===== config.mk =====
export PLATFORM = sky130hd
export DESIGN_NAME = sm_datapath
export DESIGN_NICKNAME = d
export VERILOG_FILES = /design/src/rtl/sm_pkg.sv /design/src/rtl/sm_out_buf.sv /design/src/rtl/sm_datapath.sv
export SDC_FILE = /design/constraint.sdc
export NUM_CORES = 1
export LEC_CHECK = 0
export ABC_AREA = 1
export BUFFER_PORTS_ARGS = -buffer_cell sky130_fd_sc_hd__buf_2
export CORE_MARGIN = 2
export CORE_UTILIZATION = 46
export DETAILED_ROUTE_END_ITERATION = 10
export GPL_ROUTABILITY_DRIVEN = 0
export PLACE_DENSITY = 0.8
export SLEW_MARGIN = 20
export SYNTH_ARGS = -nofsm -noshare
export SYNTH_HDL_FRONTEND = slang
export SYNTH_HIERARCHICAL = 1
export SYNTH_SLANG_ARGS = --single-unit

===== constraint.sdc =====
create_clock -name clk -period 1.2 [get_ports clk]
set_input_delay 0.06 -clock clk [delete_from_list [all_inputs] [get_ports clk]]
set_output_delay 0.06 -clock clk [all_outputs]
set_load 0.05 [all_outputs]

===== src/rtl/sm_pkg.sv =====
// sm_pkg -- shared definitions for the shift-add multiplier datapath.
//
// Contents:
//   SM_WIDTH       default operand width
//   SM_PROD_WIDTH  product width for the default operand width
//   prod_width()   product width (2*w) for any operand width w
//   rs_op_e        running-sum operation, one per control cycle
//   rs_op_sel()    priority encoder: clear beats load beats shift
package sm_pkg;

  localparam int unsigned SM_WIDTH      = 4;
  localparam int unsigned SM_PROD_WIDTH = 2 * SM_WIDTH;

  function automatic int unsigned prod_width(input int unsigned w);
    return 2 * w;
  endfunction

  typedef enum logic [1:0] {
    RS_HOLD  = 2'd0,
    RS_CLEAR = 2'd1,
    RS_LOAD  = 2'd2,
    RS_SHR   = 2'd3
  } rs_op_e;

  // Only one running-sum operation may take effect per cycle.
  function automatic rs_op_e rs_op_sel(input logic clear, input logic load,
                                       input logic shr);
    if (clear) return RS_CLEAR;
    if (load)  return RS_LOAD;
    if (shr)   return RS_SHR;
    return RS_HOLD;
  endfunction

endpackage


===== src/rtl/sm_out_buf.sv =====
// sm_out_buf -- product capture buffer with valid/ready handshake and a
// sticky overrun flag.
//
// Ports:
//   clk        clock, rising edge
//   rst        asynchronous reset, active low
//   capture_i  load data_i into the buffer this edge
//   data_i     product to capture
//   ready_i    downstream accepts data_o while valid_o is high
//   data_o     captured product
//   valid_o    data_o holds an unconsumed result
//   ovr_o      sticky: a result was overwritten before it was accepted
//   cnt_o      capture counter, wraps at 16 bits (only with SM_PROD_CNT_EN)
//
// Configuration macro: SM_PROD_CNT_EN adds the capture counter and cnt_o.
module sm_out_buf #(
  parameter int unsigned DW = 8
) (
  input  logic          clk,
  input  logic          rst,
  input  logic          capture_i,
  input  logic [DW-1:0] data_i,
  input  logic          ready_i,
  output logic [DW-1:0] data_o,
  output logic          valid_o,
`ifdef SM_PROD_CNT_EN
  output logic [15:0]   cnt_o,
`endif
  output logic          ovr_o
);

  logic [DW-1:0] data_q;
  logic          valid_q;
  logic          ovr_q;

  // A capture always wins over consumption: if the old result is being
  // accepted in the same cycle nothing is lost, so only an unaccepted
  // result being replaced raises the overrun flag.
  always_ff @(posedge clk or negedge rst) begin
    if (!rst) begin
      data_q  <= '0;
      valid_q <= 1'b0;
      ovr_q   <= 1'b0;
    end else if (capture_i) begin
      data_q  <= data_i;
      valid_q <= 1'b1;
      if (valid_q && !ready_i) ovr_q <= 1'b1;
    end else if (valid_q && ready_i) begin
      valid_q <= 1'b0;
    end
  end

`ifdef SM_PROD_CNT_EN
  logic [15:0] cnt_q;

  always_ff @(posedge clk or negedge rst) begin
    if (!rst)           cnt_q <= '0;
    else if (capture_i) cnt_q <= cnt_q + 16'd1;
  end

  assign cnt_o = cnt_q;
`endif

  assign data_o  = data_q;
  assign valid_o = valid_q;
  assign ovr_o   = ovr_q;

endmodule


===== src/rtl/sm_datapath.sv =====
// sm_datapath -- datapath of a shift-add multiplier. The control unit drives
// the load/clear/add/shift strobes; this block holds the operands and running
// sum and hands the finished product to an output buffer.
//
// Ports:
//   clk, rst           clock (rising edge), asynchronous active-low reset
//   mdld, mrld         load multiplicand / multiplier from md_in / mr_in
//   rsclear            clear running sum
//   rsload             add multiplicand into upper half of running sum
//   rsshr              logical right shift of running sum
//   done               final-shift cycle marker from control
//   md_in, mr_in       operands, WIDTH bits
//   mr                 multiplier register, for control bit tests
//   prod, prod_valid   captured product and its valid flag
//   prod_ready         downstream accepts prod
//   ovr                sticky overrun flag
//   prod_cnt           capture count (only with SM_PROD_CNT_EN)
//
// Configuration macro: SM_PROD_CNT_EN adds the 16-bit prod_cnt output.
module sm_datapath
  import sm_pkg::*;
#(
  parameter int unsigned WIDTH = SM_WIDTH
) (
  input  logic                  clk,
  input  logic                  rst,
  input  logic                  mdld,
  input  logic                  mrld,
  input  logic                  rsclear,
  input  logic                  rsload,
  input  logic                  rsshr,
  input  logic                  done,
  input  logic [WIDTH-1:0]      md_in,
  input  logic [WIDTH-1:0]      mr_in,
  output logic [WIDTH-1:0]      mr,
  output logic [2*WIDTH-1:0]    prod,
  output logic                  prod_valid,
  input  logic                  prod_ready,
`ifdef SM_PROD_CNT_EN
  output logic [15:0]           prod_cnt,
`endif
  output logic                  ovr
);

  localparam int unsigned PW = prod_width(WIDTH);

  logic [WIDTH-1:0] md_q;
  logic [WIDTH-1:0] mr_q;
  logic [PW:0]      rs_q;
  logic [PW:0]      rs_d;
  logic             done_q;
  logic [WIDTH:0]   sum;

  // The add ignores the old carry bit: after every add the control shifts,
  // which moves the carry into the upper half before the next add.
  assign sum = {1'b0, rs_q[PW-1:WIDTH]} + {1'b0, md_q};

  always_comb begin
    rs_d = rs_q;
    unique case (rs_op_sel(rsclear, rsload, rsshr))
      RS_CLEAR: rs_d = '0;
      RS_LOAD:  rs_d = {sum, rs_q[WIDTH-1:0]};
      RS_SHR:   rs_d = {1'b0, rs_q[PW:1]};
      default:  rs_d = rs_q;
    endcase
  end

  // done is delayed one cycle so the capture sees the result of the final
  // shift, which happens on the same edge that done is sampled.
  always_ff @(posedge clk or negedge rst) begin
    if (!rst) begin
      md_q   <= '0;
      mr_q   <= '0;
      rs_q   <= '0;
      done_q <= 1'b0;
    end else begin
      if (mdld) md_q <= md_in;
      if (mrld) mr_q <= mr_in;
      rs_q   <= rs_d;
      done_q <= done;
    end
  end

  sm_out_buf #(
    .DW(PW)
  ) u_out_buf (
    .clk       (clk),
    .rst       (rst),
    .capture_i (done_q),
    .data_i    (rs_q[PW-1:0]),
    .ready_i   (prod_ready),
    .data_o    (prod),
    .valid_o   (prod_valid),
`ifdef SM_PROD_CNT_EN
    .cnt_o     (prod_cnt),
`endif
    .ovr_o     (ovr)
  );

  assign mr = mr_q;

endmodule


Word level (Yosys, flattened, before mapping) --
Index checks and enable logic that the tools add are counted.
Storage, ports and cells: bits in registers 28, logic and storage cells 36, output and inout port bits 14, input port bits 17
Operators by class: bitwise gates (word level) 1, eq/ne operators 3, reduce and logical (&&, ||, !) cells 8, add/sub/neg operators 1, muxes and demuxes 15
Operator list (number):
- $pmux W9 S3 | 1
- $mux W2 | 6
- $mux W1 | 8
- $add A4 B4 Y5 | 1
- $eq A2 B2 Y1 const B | 2
- $reduce_and A2 Y1 | 2
- $reduce_bool A2 Y1 | 2
- $reduce_bool A3 Y1 | 1
- $eq A2 B1 Y1 const B | 1
- $logic_and A1 B1 Y1 | 2
- $logic_not A1 Y1 | 1
- $not A1 Y1 | 1

Logic depth before layout (Yosys ltp) --
Gate-level depths: netlist (run 1).
depth in word-level cells 10, mapped depth 7, mapped depth without buffers 7

Hierarchy --
Netlist (run 1), hierarchy kept.
By module, submodules not included:
- sm_datapath | cells an instance 87, area each 877.1 um^2, seq. area each 450.4 um^2, times used 1
- sm_out_buf | cells an instance 42, area each 379.1 um^2, seq. area each 250.2 um^2, times used 1

Worst setup path before layout (run 1) --
OpenSTA, ideal clock, no wires.
kind reg2reg, start point register rs_q[4], end point register rs_q[6], arrival 1.182 ns, required time 1.076 ns, setup time 0.124 ns, cell stages (with the launch flop) 7, path slack -0.105 ns, buffers on the path 0, clock period less this slack 1.305 ns, cell sequence dfrtp_1 ha_1 inv_1 fa_1 xnor2_1 nand2_1 nand3_1
Between the ends: longest elaborated chain between the ends 2
Ends and longest elaborated chain:
- start: declaration | line sm_datapath.sv:49 | logic [PW:0] rs_q;
- start signal: assignment | line sm_datapath.sv:79 | rs_q <= rs_d;
- $add A4 B4 Y5 | line sm_datapath.sv:56 | assign sum = {1'b0, rs_q[PW-1:WIDTH]} + {1'b0, md_q};
- $pmux W9 S3 | line sm_datapath.sv:60 | unique case (rs_op_sel(rsclear, rsload, rsshr))
Every way passes these cells. A chain may end at the register's enable or synchronous reset.

Worst setup path in the final report (run 1) --
start point register rs_q[4], end point register rs_q[5]
The elaborated chain is that of the path after synthesis.

==> results.toml, run 1 <==
[route]
dr.pass1.iters = 4
wl_mm = 2.60
viasPerCell = 4.80
final_antenna_net_count = 0
wl_per_cell_um = 12.4
vias = 1007
drtIter0Drc = 24
drc = 0

[cts]
cts_root_buf = "clkbuf_4"
numCtsBuffers = 3
cts_tree = "built"
htree_levels = 1
cts.sinks = 28
worst_skew_pair.late_latency_ps = 330
cts_buffer_depth = 2
path_clk_slew_ps = 140

[setup_path]
critical_path.top_delay_family = "adder cells"
startpoint = "rs_q[4]"
start_kind = "flip-flop"
cp-end-kind = "flip-flop"
crit_top_cell = "inv_2"
rr_worst_depth = 6
path_cells = "ha_2 -> inv_2 -> fa_2 -> inv_2 -> nand2_2 -> nand3_2"
r2r_setup_slack_ps = -200
worstReg2RegStart = "rs_q[4]"
r2r-end = "rs_q[5]"
crit_type = "flip-flop to flip-flop"
cp_slowest_cell = "fa_2"
path_max_fanout = 2
cp_data_arrival_time_ps = 1630
worstPathRequired_ps = 1430
critPathMaxStageDelay_ps = 520
worst-path-buf-inv = 2

[floorplan]
dieArea_mm2 = 0.00316
core-area_mm2 = 0.00252
start_util = 0.498
ioPinCount = 31
die_h_um = 56.3
rows = 18
die_w_um = 56.3

[finish]
final_area_mm2 = 0.00169
syn_to_final_growth_pct = 34.5
drive_gt1_frac = 0.389
fin_nets = 203
regArea_um2 = 701
layout_common_cells = "nand2_1, buf_2, dfrtp_1"
final_core_utilization = 0.670
num_antenna_cells = 0
fin_cells = 210
multi_input_area_um2 = 539
final_common_cell = "nand2_1"
fillCellCount = 209

[sta]
skew_ps = 3.96
worst_slew_pin_slew_ps = 627
relSlewSlack = 0.582
final-hold-violation-count = 0
setup_ws_ps = -197
fin_crit_ps = 1400
finalSetupViolCount = 3
setup-tns-final_ps = -438
fmax_mhz = 716
slew_viol_final = 0
post-route-period-util = 1.16
rsz0062_at_grt = "true"

[power_and_ir_drop]
p_sw_frac = 0.331
p_per_area_mw_per_mm2 = 1300
p_sw_uw = 727
ir_drop_v = 0.000896
leakagePower_nw = 0.887
intPower_mw = 1.47
clkPwrFrac = 0.209
seqPwrFrac = 0.495
combPwrFrac = 0.296
total_power_mw = 2.19

[global_routing]
grt_pass1_vias = 1014
track_usage = 0.170
grt_first_pass_wirelength_mm = 4.23
overflow = 0
antenna_found_initial = 0
grt_start_max_net_pins = 29

[placed_design]
placedCellCount = 192
portBuffers = 30
place_area_mm2 = 0.00146
dpl.hpwl_mm = 1.78

[job]
cap_violations = 0

[synth]
ys_seq_elements = 28
postSynthAreaPerCell_um2 = 9.74
ys_seq_area_frac = 0.558
synthesis.area_mm2 = 0.00126
synth_cell_types = 19
synth-warning-count = 6
synth.net_count = 151
syn_inst = 129

[min_path]
worstHoldEndpoint = "rs_q[8]"
whs_path_depth = 4
hold_path_class = "input pin to flip-flop"
min_from = "rsload"

[outcome]
violations = "setup timing"
status = "finished, violations left"
-- final cells by class --
class / instances / area share
Sequential cell: 28 / 0.415
Inverter: 16 / 0.0356
Timing Repair Buffer: 48 / 0.187
Clock buffer: 4 / 0.0215
Multi-Input combinational cell: 84 / 0.319
Tap cell: 30 / 0.0222
-- routing by layer --
layer  track usage  vias to the layer above  part of all wire  wire length, um
met3        0.0300                        5             0.038              100
met4        0.0646                        0             0.015               40
met1         0.212                      475              0.45             1170
met5             0                        -                 0                0
met2         0.294                       19              0.50             1290
li1              -                      508                 -                -
-- Yosys cell counts --
| cell | number | area share |
|---|---|---|
| a21oi_1 | 2 | 0.0080 |
| buf_6 | 1 | 0.0090 |
| dfrtp_1 | 28 | 0.56 |
| fa_1 | 1 | 0.016 |
| ha_1 | 4 | 0.040 |
| inv_1 | 12 | 0.036 |
| inv_2 | 4 | 0.012 |
| mux2_2 | 7 | 0.063 |
| nand2_1 | 46 | 0.14 |
| nand2_2 | 3 | 0.015 |
| nand2_4 | 1 | 0.0090 |
| nand3_1 | 9 | 0.036 |
| nor2_1 | 1 | 0.0030 |
| nor2_4 | 2 | 0.018 |
| nor3_2 | 1 | 0.0080 |
| o21ai_0 | 3 | 0.012 |
| o21ai_1 | 1 | 0.0040 |
| o22ai_1 | 2 | 0.010 |
| xnor2_1 | 1 | 0.0070 |
-- registers in the layout, indices dropped and copies added, names as in the netlist --
signal,flops
u_out_buf/data_o,8
u_out_buf/valid_o,1
u_out_buf/ovr_o,1
md_q,4
done_q,1
rs_q,9
mr,4
-- worst register-to-register path: stages, from the launching register on --
cell and delay (ps):
dfrtp_1 400, ha_2 200, inv_2 40, fa_2 520
inv_2 40, nand2_2 60, nand3_2 50
-- worst max path at each step --
stage / cells after the start / slack (ps) / endpoint
floorplan: 6 / -110 / rs_q[6]
global route: 6 / -260 / rs_q[5]
global placement: 6 / -90 / rs_q[6]
detailed placement: 6 / -160 / rs_q[6]
CTS: 6 / -170 / rs_q[5]
finish: 6 / -200 / rs_q[5]
-- metrics by stage --
stage / setup slack (ps) / hold slack, ps
finish: -197 / 25.3
global placement: -94.1 / 100
detailed placement: -161 / 113
CTS: -170 / 20.6
floorplan: -105 / -236
global route: -265 / 23.8
-- cells by family after synthesis --
logic type | after synthesis | synth area share
muxes | 7 | 0.0628
xor gates and xnor gates | 1 | 0.00697
DFF | 28 | 0.558
and+or+nand+nor | 63 | 0.226
adders and majority gates | 5 | 0.0558
buffers and inverters | 17 | 0.0568
AOI/OAI and AO/OA | 8 | 0.0339
-- repair_timing --
| item | in CTS | in global routing |
|---|---|---|
| pin swaps | 2 | 2 |
| hold buffers | 12 | 0 |
| gates resized for setup | 5 | 9 |
| endpoints found under the setup margin | 4 | 4 |
| endpoints found under the hold margin | 39 | 0 |
| buffers inserted | 0 | 2 |
-- power groups by stage --
stage | Combinational, mW | Clock (mW) | Sequential [mW]
6_report | 0.649 | 0.458 | 1.09
5_1_grt | 0.705 | 0.512 | 1.10
4_1_cts | 0.585 | 0.473 | 1.08
3_5_place_dp | 0.534 | 0 | 1.10
3_3_place_gp | 0.516 | 0 | 1.09
2_1_floorplan | 0.213 | 0 | 1.24
Note: power is estimated with default switching activity, not from simulation.
==> run 2: changes to the inputs <==
Settings changed: CORE_ASPECT_RATIO from default to 1.25.
==> results.toml, run 2 (synthesis results as in run 1) <==
[power_and_ir_drop]
combPwrFrac = 0.302
intPower_mw = 1.39
p_per_area_mw_per_mm2 = 1250
p_sw_frac = 0.335
leakagePower_nw = 0.874
clkPwrFrac = 0.180
ir_drop_v = 0.000879
p_sw_uw = 702
seqPwrFrac = 0.518

[route]
final_antenna_net_count = 0
dr.pass1.iters = 4
drtIter0Drc = 10
wl_mm = 2.61
vias = 1034
drc = 0
viasPerCell = 4.83
wl_per_cell_um = 12.2

[sta]
slew_viol_final = 0
post-route-period-util = 1.15
final-hold-violation-count = 0
relSlewSlack = 0.601
fmax_mhz = 722
finalSetupViolCount = 4
rsz0062_at_grt = "true"
fin_crit_ps = 1380
fin_hold_ws_ps = 37.3
worst_slew_pin_slew_ps = 599
setup_ws_ps = -185
skew_ps = 2.75

[finish]
regArea_um2 = 701
syn_to_final_growth_pct = 33.9
multi_input_area_um2 = 531
layout_common_cells = "nand2_1, buf_2, dfrtp_1"
final_common_cell = "nand2_1"
fin_cells = 214
drive_gt1_frac = 0.372
fillCellCount = 223
regMostFlops = "rs_q"
fin_nets = 204
num_antenna_cells = 0
largest_register_ff_count = 9

[setup_path]
crit_type = "flip-flop to flip-flop"
critPathMaxStageDelay_ps = 520
path_max_fanout = 2
critical_path.top_delay_family = "adder cells"
cp_data_arrival_time_ps = 1610
worstPathRequired_ps = 1430
cp_slowest_cell = "fa_2"
cp-end-kind = "flip-flop"
start_kind = "flip-flop"
path_cells = "ha_2 -> inv_2 -> fa_2 -> inv_2 -> nand2_1 -> nand3_1"
crit_top_cell = "inv_2"
worst-path-buf-inv = 2

[placed_design]
pre_cts_ws_ps = -153
placedCellCount = 196
portBuffers = 30
dpl.hpwl_mm = 1.81

[cts]
path_clk_slew_ps = 140
worst_skew_pair.late_latency_ps = 320
cts.sinks = 28
cts_buffer_depth = 2
numCtsBuffers = 3
cts_tree = "built"
cts_root_buf = "clkbuf_4"
htree_levels = 1

[job]
cap_violations = 0

[global_routing]
grt_start_max_net_pins = 29
antenna_found_initial = 0
grt_pass1_vias = 1122
track_usage = 0.190
grt_first_pass_wirelength_mm = 4.54
overflow = 0

[floorplan]
ioPinCount = 31
die_h_um = 62.4
rows = 21
dieArea_mm2 = 0.00317
core-area_mm2 = 0.00263
die_w_um = 50.7
start_util = 0.478

[outcome]
violations = "setup timing"
status = "finished, violations left"

[min_path]
hold_path_class = "input pin to flip-flop"
## run 2: cell count changes in the layout (fill, tap and decap cells not counted), sizes merged
cell and delta:
clkbuf -1, dlygate4sd3 +1
## run 2: layout make-up
type	count	share of cell area
repair buffers	49	0.193
clock buffers	3	0.0134
multi-input cells	84	0.315
well taps	34	0.0253
flip-flops and latches	28	0.417
inverters	16	0.0357
## run 2: path summary, 6_finish.rpt
| kind | slack (ps) | from | cells after the start | to |
|---|---|---|---|---|
| min | 40 | rsload | 4 | rs_q[8] |
| min in group asynchronous | 260 | rst | 2 | u_out_buf/ovr_o |
| max reg2reg | -180 | rs_q[4] | 6 | rs_q[5] |
| min reg2reg | 480 | u_out_buf/data_o[2] | 2 | u_out_buf/data_o[2] |
| max | -180 | rs_q[4] | 6 | rs_q[5] |
| max in group asynchronous | 550 | rst | 2 | mr[1] |
## run 2: worst min-delay path, cell delays in order
cell and delay [ps]:
buf_2 110, nor3_2 70, nand2_1 60, nand2_1 50
## run 2: repair_timing
item,4_1_cts,5_1_grt
gates resized for setup,7,5
hold buffers,13,0
pin swaps,2,2
setup endpoints to repair,4,4
endpoints found under the hold margin,39,0
buffers inserted,1,1
## run 2: metrics by stage
stage	utilization	cell area (um^2)	power, mW	setup TNS (ps)
floorplan	-	1260	1.45	-262
global placement	0.559	1470	1.60	-258
detailed placement	0.559	1470	1.63	-492
CTS	0.630	1650	2.07	-289
global route	0.640	1680	2.21	-676
finish	0.640	1680	2.09	-413
## run 2: routing by layer
layer	track usage	vias to the layer above	share of wire
li1	-	507	-
met1	0.195	491	0.36
met2	0.359	27	0.57
met3	0.0215	9	0.037
met4	0.105	0	0.033
met5	0	-	0
## run 2: power by group through the flow
stage / clock [mW] / sequential, mW / combinational [mW]
6_report: 0.376 / 1.09 / 0.633
2_1_floorplan: 0 / 1.24 / 0.213
5_1_grt: 0.416 / 1.10 / 0.694
4_1_cts: 0.389 / 1.08 / 0.594
3_5_place_dp: 0 / 1.10 / 0.528
3_3_place_gp: 0 / 1.09 / 0.508
